$ cat config.mk
export PLATFORM = sky130hd
export DESIGN_NAME = qosc_tdm_bank
export DESIGN_NICKNAME = d
export VERILOG_FILES = /design/src/rtl/qosc_pkg.sv /design/src/rtl/qosc_cmac.sv /design/src/rtl/refclk_sync.sv /design/src/rtl/qosc_tdm_bank.sv
export SDC_FILE = /design/constraint.sdc
export NUM_CORES = 1
export LEC_CHECK = 0
export ABC_AREA = 0
export CAP_MARGIN = 10
export CORE_MARGIN = 10
export CORE_UTILIZATION = 60
export CTS_BUF_LIST = sky130_fd_sc_hd__clkbuf_4 sky130_fd_sc_hd__clkbuf_8
export CTS_CLUSTER_SIZE = 24
export DETAILED_ROUTE_END_ITERATION = 7
export DONT_BUFFER_PORTS = 1
export PLACE_DENSITY = 0.84
export SYNTH_ARGS = -nofsm -noshare
export SYNTH_HDL_FRONTEND = slang
export SYNTH_SLANG_ARGS = --single-unit
$ cat constraint.sdc
create_clock -name clk -period 12.2 [get_ports clk]
set_input_delay 1.22 -clock clk [delete_from_list [all_inputs] [get_ports clk]]
set_output_delay 1.22 -clock clk [all_outputs]
set_load 0.01 [all_outputs]
$ cat src/rtl/qosc_pkg.sv
// Shared definitions for the time-multiplexed quadrature oscillator bank:
// register field codes, FSM state type and a generic saturation helper.
package qosc_pkg;

  localparam logic [2:0] F_INIT_RE  = 3'd0;
  localparam logic [2:0] F_INIT_IM  = 3'd1;
  localparam logic [2:0] F_COEFF_RE = 3'd2;
  localparam logic [2:0] F_COEFF_IM = 3'd3;
  localparam logic [2:0] F_POWER    = 3'd4;
  localparam logic [2:0] F_ACC_RE   = 3'd5;
  localparam logic [2:0] F_ACC_IM   = 3'd6;

  typedef enum logic {
    IDLE = 1'b0,
    RUN  = 1'b1
  } state_e;

  // Clamp a signed value into the range of a w-bit two's complement number.
  function automatic logic signed [63:0] sat(input logic signed [63:0] value, input int w);
    logic signed [63:0] hi;
    logic signed [63:0] lo;
    hi = (64'sd1 <<< (w - 1)) - 64'sd1;
    lo = -hi - 64'sd1;
    if (value > hi) return hi;
    if (value < lo) return lo;
    return value;
  endfunction

endpackage

$ cat src/rtl/qosc_cmac.sv
// Combinational complex multiply-shift-saturate: (re + j*im) * (c_re + j*c_im),
// each part floored by 2^power_i and clamped back to W bits.
module qosc_cmac
  import qosc_pkg::*;
#(
  parameter int W  = 8,
  parameter int PW = 4
) (
  input  logic signed [W-1:0] re_i,
  input  logic signed [W-1:0] im_i,
  input  logic signed [W-1:0] c_re_i,
  input  logic signed [W-1:0] c_im_i,
  input  logic        [PW-1:0] power_i,
  output logic signed [W-1:0] re_o,
  output logic signed [W-1:0] im_o
);

  localparam int PRW = 2 * W + 1;

  logic signed [PRW-1:0] re_x, im_x, cre_x, cim_x;
  logic signed [PRW-1:0] p_re, p_im, s_re, s_im;

  always_comb begin
    re_x  = PRW'(re_i);
    im_x  = PRW'(im_i);
    cre_x = PRW'(c_re_i);
    cim_x = PRW'(c_im_i);
    p_re  = re_x * cre_x - im_x * cim_x;
    p_im  = re_x * cim_x + im_x * cre_x;
    // Arithmetic shift of a signed value rounds toward minus infinity.
    s_re  = p_re >>> power_i;
    s_im  = p_im >>> power_i;
    re_o  = W'(sat(64'(s_re), W));
    im_o  = W'(sat(64'(s_im), W));
  end

endmodule

$ cat src/rtl/refclk_sync.sv
// Two-flop synchroniser for the external step clock plus rising-edge detect;
// tick_o is a single clk-cycle pulse per refclk rise.
module refclk_sync (
  input  logic clk,
  input  logic rst_n,
  input  logic refclk_i,
  output logic tick_o
);

  logic [1:0] sync_q;
  logic       prev_q;

  always_ff @(posedge clk or negedge rst_n) begin
    if (!rst_n) begin
      sync_q <= 2'b00;
      prev_q <= 1'b0;
    end else begin
      sync_q <= {sync_q[0], refclk_i};
      prev_q <= sync_q[1];
    end
  end

  assign tick_o = sync_q[1] & ~prev_q;

endmodule

$ cat src/rtl/qosc_tdm_bank.sv
// Bank of NUM_CH complex oscillators sharing one complex multiplier; each
// synchronised refclk rise runs one frame stepping channels 0..NUM_CH-1 in turn.
module qosc_tdm_bank
  import qosc_pkg::*;
#(
  parameter  int NUM_CH = 4,
  parameter  int W      = 8,
  parameter  int PW     = 4,
  localparam int CH_AW  = (NUM_CH > 1) ? $clog2(NUM_CH) : 1
) (
  input  logic                clk,
  input  logic                rst_n,
  input  logic                refclk,
  input  logic                load,
  input  logic                wr_en,
  input  logic [CH_AW+2:0]    addr,
  input  logic [W-1:0]        wr_data,
  output logic [W-1:0]        rd_data,
  input  logic [NUM_CH-1:0]   ch_en,
  input  logic [CH_AW-1:0]    out_sel,
  output logic signed [W-1:0] out_re,
  output logic signed [W-1:0] out_im,
  output logic                busy,
  output logic                frame_done,
  output logic                overrun,
  input  logic                clr_overrun
);

  logic             tick;
  logic [CH_AW-1:0] a_ch;
  logic [2:0]       a_fld;
  logic             a_ch_ok;

  logic signed [W-1:0] init_re_q  [NUM_CH];
  logic signed [W-1:0] init_im_q  [NUM_CH];
  logic signed [W-1:0] coeff_re_q [NUM_CH];
  logic signed [W-1:0] coeff_im_q [NUM_CH];
  logic [PW-1:0]       power_q    [NUM_CH];
  logic signed [W-1:0] acc_re_q   [NUM_CH];
  logic signed [W-1:0] acc_im_q   [NUM_CH];

  state_e           state_q, state_d;
  logic [CH_AW-1:0] ch_q, ch_d;
  logic             frame_done_q, frame_done_d;
  logic             overrun_q, overrun_d;
  logic [W-1:0]     rd_data_q, rd_data_d;
  logic             last_ch, upd_en;
  logic signed [W-1:0] step_re, step_im;

  assign a_ch    = addr[CH_AW+2:3];
  assign a_fld   = addr[2:0];
  assign a_ch_ok = (int'(a_ch) < NUM_CH);

  refclk_sync u_sync (
    .clk      (clk),
    .rst_n    (rst_n),
    .refclk_i (refclk),
    .tick_o   (tick)
  );

  always_ff @(posedge clk or negedge rst_n) begin
    if (!rst_n) begin
      for (int i = 0; i < NUM_CH; i++) begin
        init_re_q[i]  <= '0;
        init_im_q[i]  <= '0;
        coeff_re_q[i] <= '0;
        coeff_im_q[i] <= '0;
        power_q[i]    <= '0;
      end
    end else if (wr_en && a_ch_ok) begin
      case (a_fld)
        F_INIT_RE:  init_re_q[a_ch]  <= wr_data;
        F_INIT_IM:  init_im_q[a_ch]  <= wr_data;
        F_COEFF_RE: coeff_re_q[a_ch] <= wr_data;
        F_COEFF_IM: coeff_im_q[a_ch] <= wr_data;
        F_POWER:    power_q[a_ch]    <= wr_data[PW-1:0];
        default: ;
      endcase
    end
  end

  qosc_cmac #(.W(W), .PW(PW)) u_cmac (
    .re_i    (acc_re_q[ch_q]),
    .im_i    (acc_im_q[ch_q]),
    .c_re_i  (coeff_re_q[ch_q]),
    .c_im_i  (coeff_im_q[ch_q]),
    .power_i (power_q[ch_q]),
    .re_o    (step_re),
    .im_o    (step_im)
  );

  // load has priority over everything: it aborts a frame and drops ticks.
  always_comb begin
    state_d      = state_q;
    ch_d         = ch_q;
    frame_done_d = 1'b0;
    overrun_d    = overrun_q;
    upd_en       = 1'b0;
    last_ch      = (ch_q == CH_AW'(NUM_CH - 1));
    if (clr_overrun) overrun_d = 1'b0;
    if (load) begin
      state_d = IDLE;
      ch_d    = '0;
    end else begin
      case (state_q)
        IDLE: begin
          if (tick) begin
            state_d = RUN;
            ch_d    = '0;
          end
        end
        RUN: begin
          upd_en = ch_en[ch_q];
          if (tick) overrun_d = 1'b1;
          if (last_ch) begin
            state_d      = IDLE;
            ch_d         = '0;
            frame_done_d = 1'b1;
          end else begin
            ch_d = ch_q + 1'b1;
          end
        end
        default: state_d = IDLE;
      endcase
    end
  end

  always_ff @(posedge clk or negedge rst_n) begin
    if (!rst_n) begin
      state_q      <= IDLE;
      ch_q         <= '0;
      frame_done_q <= 1'b0;
      overrun_q    <= 1'b0;
      rd_data_q    <= '0;
    end else begin
      state_q      <= state_d;
      ch_q         <= ch_d;
      frame_done_q <= frame_done_d;
      overrun_q    <= overrun_d;
      rd_data_q    <= rd_data_d;
    end
  end

  always_ff @(posedge clk or negedge rst_n) begin
    if (!rst_n) begin
      for (int i = 0; i < NUM_CH; i++) begin
        acc_re_q[i] <= '0;
        acc_im_q[i] <= '0;
      end
    end else if (load) begin
      for (int i = 0; i < NUM_CH; i++) begin
        acc_re_q[i] <= init_re_q[i];
        acc_im_q[i] <= init_im_q[i];
      end
    end else if (upd_en) begin
      acc_re_q[ch_q] <= step_re;
      acc_im_q[ch_q] <= step_im;
    end
  end

  // Readback samples the pre-write register contents.
  always_comb begin
    rd_data_d = '0;
    if (a_ch_ok) begin
      case (a_fld)
        F_INIT_RE:  rd_data_d = init_re_q[a_ch];
        F_INIT_IM:  rd_data_d = init_im_q[a_ch];
        F_COEFF_RE: rd_data_d = coeff_re_q[a_ch];
        F_COEFF_IM: rd_data_d = coeff_im_q[a_ch];
        F_POWER:    rd_data_d = W'(power_q[a_ch]);
        F_ACC_RE:   rd_data_d = acc_re_q[a_ch];
        F_ACC_IM:   rd_data_d = acc_im_q[a_ch];
        default:    rd_data_d = '0;
      endcase
    end
  end

  always_comb begin
    out_re = '0;
    out_im = '0;
    if (int'(out_sel) < NUM_CH) begin
      out_re = acc_re_q[out_sel];
      out_im = acc_im_q[out_sel];
    end
  end

  assign rd_data    = rd_data_q;
  assign busy       = (state_q == RUN);
  assign frame_done = frame_done_q;
  assign overrun    = overrun_q;

endmodule

# Word level (Yosys, flattened, before mapping)
# Index checks and enable logic that the tools add are counted.
[word_totals] regBits=224 latch_bits=0 ramBits=0 romBits=0 inputBits=25 out_inout_bits=27 elab_cells=170 memories=0
[op_classes] add_sub_neg=3 multipliers=4 div_mod_pow=0 order_cmp=10 eq_ne=8 shift=2 n_mux=93 bitwise=6 reduce_logical=9
[op_table] operator="$mux 8" n=34
[op_table] operator="$bmux 8 s2" n=12
[op_table] operator="$bwmux 32" n=6
[op_table] operator="$mux 32" n=4
[op_table] operator="$mul 8x8->16" n=4
[op_table] operator="$pmux 8 s7" n=1
[op_table] operator="$gt 17x8->1 const B" n=2
[op_table] operator="$lt 17x8->1 const B" n=2
[op_table] operator="$sshr 17x4->17" n=2
[op_table] operator="$demux 8 s2" n=2
[op_table] operator="$mux 4" n=5
[op_table] operator="$mux 1" n=19
[op_table] operator="$add 17x17->17" n=1
[op_table] operator="$sub 17x17->17" n=1
[op_table] operator="$bmux 4 s2" n=2
[op_table] operator="$bwmux 16" n=1
[op_table] operator="$reduce_and 2->1" n=5
[op_table] operator="$eq 3x3->1 const B" n=3
[op_table] operator="$ge 3x3->1 const B" n=3
[op_table] operator="$not 2->3" n=3
[op_table] operator="$demux 4 s2" n=1
[op_table] operator="$eq 3x2->1 const B" n=2
[op_table] operator="$lt 3x1->1 const B" n=2
[op_table] operator="$mux 2" n=3
[op_table] operator="other kinds (13)" n=15

# Longest topological paths before layout
[depth] word_depth=15 depth_mapped=42 ltp_nobuf=36

# Cells and area by module
# From an unflattened synthesis, not the netlist that was laid out.
[unflattened] cells_unflattened=2495 area_unflattened_um2=25110.3
[modules_own_cells] mod="qosc_cmac" instances=1 cells_each=1571 area_per_inst_um2=13233.9 seq_area_each_um2=0.0
[modules_own_cells] mod="qosc_tdm_bank" instances=1 cells_each=920 area_per_inst_um2=11787.6 seq_area_each_um2=5530.3
[modules_own_cells] mod="refclk_sync" instances=1 cells_each=4 area_per_inst_um2=88.8 seq_area_each_um2=75.1

# Least setup slack after synthesis
# Ideal clock, no wire load.
[synth_timing] path_type="reg2reg" startpoint="register ch_q[0]" endpoint="register acc_re_q[2] (netlist name)" setup_ps=137 arrival_time_ps=8922 required_time_ps=12063 path_slack_ps=3141 path_stages_with_launch=41 path_buffers=6 period_less_slack_ps=9059 path_cell_list="dfrtp_1 > buf_4 > buf_2 > buf_1 > clkbuf_1 > mux2i_1 > nand2_1 > o21ai_1 > clkbuf_1 > nor2_1 > ha_1 > inv_1 > fa_1 > inv_1 > ha_1 > inv_1 > fa_1 > inv_1 > [5 not listed] > a21oi_1 > nor2b_1 > o21a_1 > o21ai_0 > nand2b_1 > a21oi_1 > xor2_1 > ha_1 > clkbuf_1 > and3_1 > and3_1 > a311o_1 > xnor2_2 > mux2i_1 > a2111oi_0 > a311oi_1 > a211oi_1 > o31ai_1"
[synth_between] elab_chain_len=15 elab_cells_between_ends=41 classes_between="1 x add/sub; 2 x mul; 4 x order compare; 1 x shift; 30 x mux; 1 x bitwise; 2 x reduce/logical"
[synth_rtl] element="start: declaration" line="qosc_tdm_bank.sv:43" text="logic [CH_AW-1:0] ch_q, ch_d;"
[synth_rtl] element="start signal: assignment" line="qosc_tdm_bank.sv:137" text="ch_q <= ch_d;"
[synth_rtl] element="$not 2->3 (not written as such)"
[synth_rtl] element="$bmux 8 s2 (on tied branches)"
[synth_rtl] element="$mux 8 (on tied branches) (2 in a row)"
[synth_rtl] element="$mul 8x8->16" line="qosc_cmac.sv:28" text="p_re = re_x * cre_x - im_x * cim_x;"
[synth_rtl] element="$sub 17x17->17" line="qosc_cmac.sv:28"
[synth_rtl] element="$sshr 17x4->17" line="qosc_cmac.sv:31" text="s_re = p_re >>> power_i;"
[synth_rtl] element="$lt 17x8->1" line="qosc_pkg.sv:25" text="if (value < lo) return lo;"
[synth_rtl] element="$mux 1 (2 in a row)" line="qosc_pkg.sv:25"
[synth_rtl] element="$mux 8" line="qosc_pkg.sv:26" text="return value;"
[synth_rtl] element="$mux 8" line="qosc_pkg.sv:25"
[synth_rtl] element="$bwmux 32" line="qosc_tdm_bank.sv:156" text="acc_re_q[ch_q] <= step_re;"
[synth_rtl] element="$mux 32" line="qosc_tdm_bank.sv:155" text="end else if (upd_en) begin"
[synth_rtl] element="$mux 32" line="qosc_tdm_bank.sv:150" text="end else if (load) begin"
[synth_rtl] element="end signal: indexed assignment" line="qosc_tdm_bank.sv:152" text="acc_re_q[i] <= init_re_q[i];"
[synth_rtl] element="end signal: indexed assignment" line="qosc_tdm_bank.sv:156"
[synth_rtl] element="end: declaration" line="qosc_tdm_bank.sv:39" text="logic signed [W-1:0] acc_re_q [NUM_CH];"
# Parallel ways exist; a longest one is shown, timed or not. The select of a mux whose other input is x is not followed.
# A chain may end at the register's enable or synchronous reset.

# Worst setup path in the final report
[layout_timing] startpoint="register ch_q[0]" endpoint="register acc_re_q[16] (netlist name)"
# Same word-level chain as after synthesis.

==> impl_metrics.json <==
{
  "cp_slowest_cell": "a311oi_1",
  "synth-adder-area-share_pct": 25.19,
  "tritoncts": "yes",
  "synth-edff-count": 0,
  "worst_setup_hold_path_clk_slew_ns": 0.06,
  "ant_nets": 0,
  "crit_path_start": "ch_q[0]$_DFFE_PN0P_",
  "syn_area_um2": 25190,
  "via_per_inst": 6.761,
  "critPathCaptureType": "flop",
  "fp.dieH_um": 224.9,
  "post-route-period-util_pct": 85.89,
  "cp-endpoint": "acc_re_q[16]$_DFFE_PN0P_",
  "max_stage_delay_ns": 1.09,
  "cp.arrival_ns": 10.91,
  "hold_class": "reg2reg",
  "clockBufferDepth": 3,
  "ys_types": 73,
  "cap_viol_max_count": 0,
  "synth.top_cell.area_share_pct": 22.25,
  "synth_xor_area_share_pct": 2.985,
  "port_buffers": 0,
  "wl_per_cell_um": 24.54,
  "finalHoldViolCount": 0,
  "synth_flop_cell": "dfrtp_1",
  "post-synth-top-count-cell": "inv_1",
  "path_max_fanout": 47,
  "h-tree-depth": 2,
  "start_util_pct": 60.32,
  "yosys-top-cells-count": "329 x inv_1, 224 x dfrtp_1, 222 x fa_1, 202 x nor2_1, 201 x nand2_1",
  "worst_slew_pin_slew_ns": 1.345,
  "synth_area_leaders": "dfrtp_1 22%, fa_1 18%, mux2_2 8.0%",
  "clk_latency_ns": 0.55,
  "drt_wl_total_um": 76080,
  "overflow": 0,
  "fin_hold_ws_ns": 0.3546,
  "first_pass_iters": 6,
  "grt_usage_pct": 29.90,
  "stdcell_area_um2": 26270,
  "grt_max_degree": 225,
  "ys_seq_area_share_pct": 22.25,
  "synth_top_family_by_area": "adder cells",
  "area_growth_syn_to_layout_pct": 4.291,
  "required_ns": 12.63,
  "gp_congestion": 1.025,
  "synthesis.nets": 3008,
  "synth-compound-area-share_pct": 12.95,
  "utilization_pct": 62.91,
  "min_period_ns": 10.48,
  "rr_worst_depth": 33,
  "synth-async-reset-ratio_pct": 100.0,
  "hold_buffers": 0,
  "hpwl_um": 57230,
  "grt_pass1_vias": 21060,
  "drt_iter0_markers": 2826,
  "cts_setup_buffers": 0,
  "core_area_um2": 41760,
  "fin_nets": 2933,
  "grt_pass1_wl_um": 118700,
  "io_pins": 52,
  "die_w_um": 224.9,
  "layout-drive-gt1-share_pct": 14.41,
  "die_area_um2": 50580,
  "syn_avg_cell_area_um2": 9.655,
  "ys_ff_latch": 224,
  "worstSetupPathType": "reg2reg",
  "timing.rr.start": "ch_q[0]$_DFFE_PN0P_",
  "cts-root-buf": "clkbuf_8",
  "finalSetupViolCount": 0,
  "start_kind": "flop",
  "wl_met1_um": 28670,
  "drv_slew": 0,
  "antenna_found_initial": 0,
  "wl_met3_um": 8586,
  "rrSetupSlack_ns": 1.72,
  "max-slew-margin-rel_pct": 9.736,
  "row_count": 75,
  "synthSimpleGateAreaFrac_pct": 11.91,
  "synth_warnings": 0,
  "cts_buffers": 35,
  "route.vias.total": 20960,
  "met2_length_um": 34450,
  "fin_skew_ns": 0.03309,
  "netlist_instances": 2609,
  "placed_area_um2": 25530,
  "rsz0062_at_grt": "no",
  "status": "complete, no violations",
  "drc": 0,
  "synth_area_leader_cell": "dfrtp_1",
  "post_cts_resized": 0,
  "r2r-end": "acc_re_q[16]$_DFFE_PN0P_",
  "synthMuxAreaShare_pct": 17.64,
  "fmax_ghz": 0.09544,
  "routed.top_layer": "met4",
  "tns_ns": 0,
  "cts_sinks": 224
}
==> cell families (layout without fill, tap and decap cells) <==
group,after synthesis,after routing
AND/OR/NAND/NOR,635,635
AO/OA/AOI/OAI,504,504
buffers and inverters,469,420
adder cells (fa/ha/maj),374,374
multiplexers,318,318
flip-flops,224,224
XOR/XNOR,85,85
other,0,1
==> cell type report <==
| type | count | area [um^2] |
|---|---|---|
| Multi-Input combinational cell | 1916 | 17820 |
| Tap cell | 539 | 674.4 |
| Clock buffer | 56 | 676.9 |
| Inverter | 330 | 1239 |
| Timing Repair Buffer | 27 | 202.7 |
| Clock inverter | 7 | 48.80 |
| Sequential cell | 224 | 5610 |
| Antenna cell | 1 | 2.502 |
| Fill cell | 3267 | 15490 |
==> routing by layer <==
metal  GRT usage, %  vias up
li1               -     8850
met3          7.469      297
met4          14.61        0
met2          46.49     1315
met1          38.52    10500
met5              0        -
==> worst min path at each step <==
stage / depth (start not counted) / startpoint / endpoint / slack (ns)
after floorplan: 0 / u_sync.sync_q[0]$_DFF_PN0_ / u_sync.sync_q[1]$_DFF_PN0_ / 0.33
after global placement: 0 / u_sync.sync_q[0]$_DFF_PN0_ / u_sync.sync_q[1]$_DFF_PN0_ / 0.34
after detailed placement: 0 / u_sync.sync_q[0]$_DFF_PN0_ / u_sync.sync_q[1]$_DFF_PN0_ / 0.34
after CTS: 0 / u_sync.sync_q[0]$_DFF_PN0_ / u_sync.sync_q[1]$_DFF_PN0_ / 0.35
after global routing: 0 / rst_n / acc_re_q[27]$_DFFE_PN0P_ / 0.35
final: 0 / u_sync.sync_q[0]$_DFF_PN0_ / u_sync.sync_q[1]$_DFF_PN0_ / 0.35
==> critical path: cells and delay by family (launching register included) <==
family,cells,cell delay (ns)
AND/OR/NAND/NOR,6,1.04
XOR/XNOR,2,0.47
adder cells (fa/ha/maj),7,2.62
multiplexers,2,0.74
AO/OA/AOI/OAI,12,4.33
flip-flops,1,0.93
buffers and inverters,4,0.18
==> state kept, by name (all words and copies together) (netlist names) <==
signal	flops
u_sync.sync_q	2
busy	1
init_im_q	32
acc_re_q	32
u_sync.prev_q	1
acc_im_q	32
rd_data	8
frame_done	1
power_q	16
coeff_re_q	32
ch_q	2
init_re_q	32
overrun	1
coeff_im_q	32
==> placed cells by master (no fill, tap or decap), types with 25 or more instances in the layout <==
cell type	instances
o21ai_1	46
inv_1	329
o21ai_0	57
ha_1	152
mux4_2	83
a21o_1	30
and2_1	32
xnor2_1	71
mux2_2	178
a21oi_1	143
o31ai_1	43
nor3b_1	49
a31oi_1	28
nor2_1	202
clkbuf_8	41
nand2_1	201
nand2b_1	41
dfrtp_1	222
buf_4	27
fa_1	222
mux2i_1	57
nor2b_1	25
==> metrics by stage <==
| stage | cells | setup WS [ns] |
|---|---|---|
| after floorplan | 2609 | 3.141 |
| final | 3100 | 1.722 |
| after global routing | 3099 | 1.213 |
| after global placement | 3034 | 2.468 |
| after detailed placement | 3034 | 2.107 |
| after CTS | 3097 | 2.025 |
Power is not shown: default switching activity piles up to over one toggle a cycle in this logic, so the estimate is an artifact.
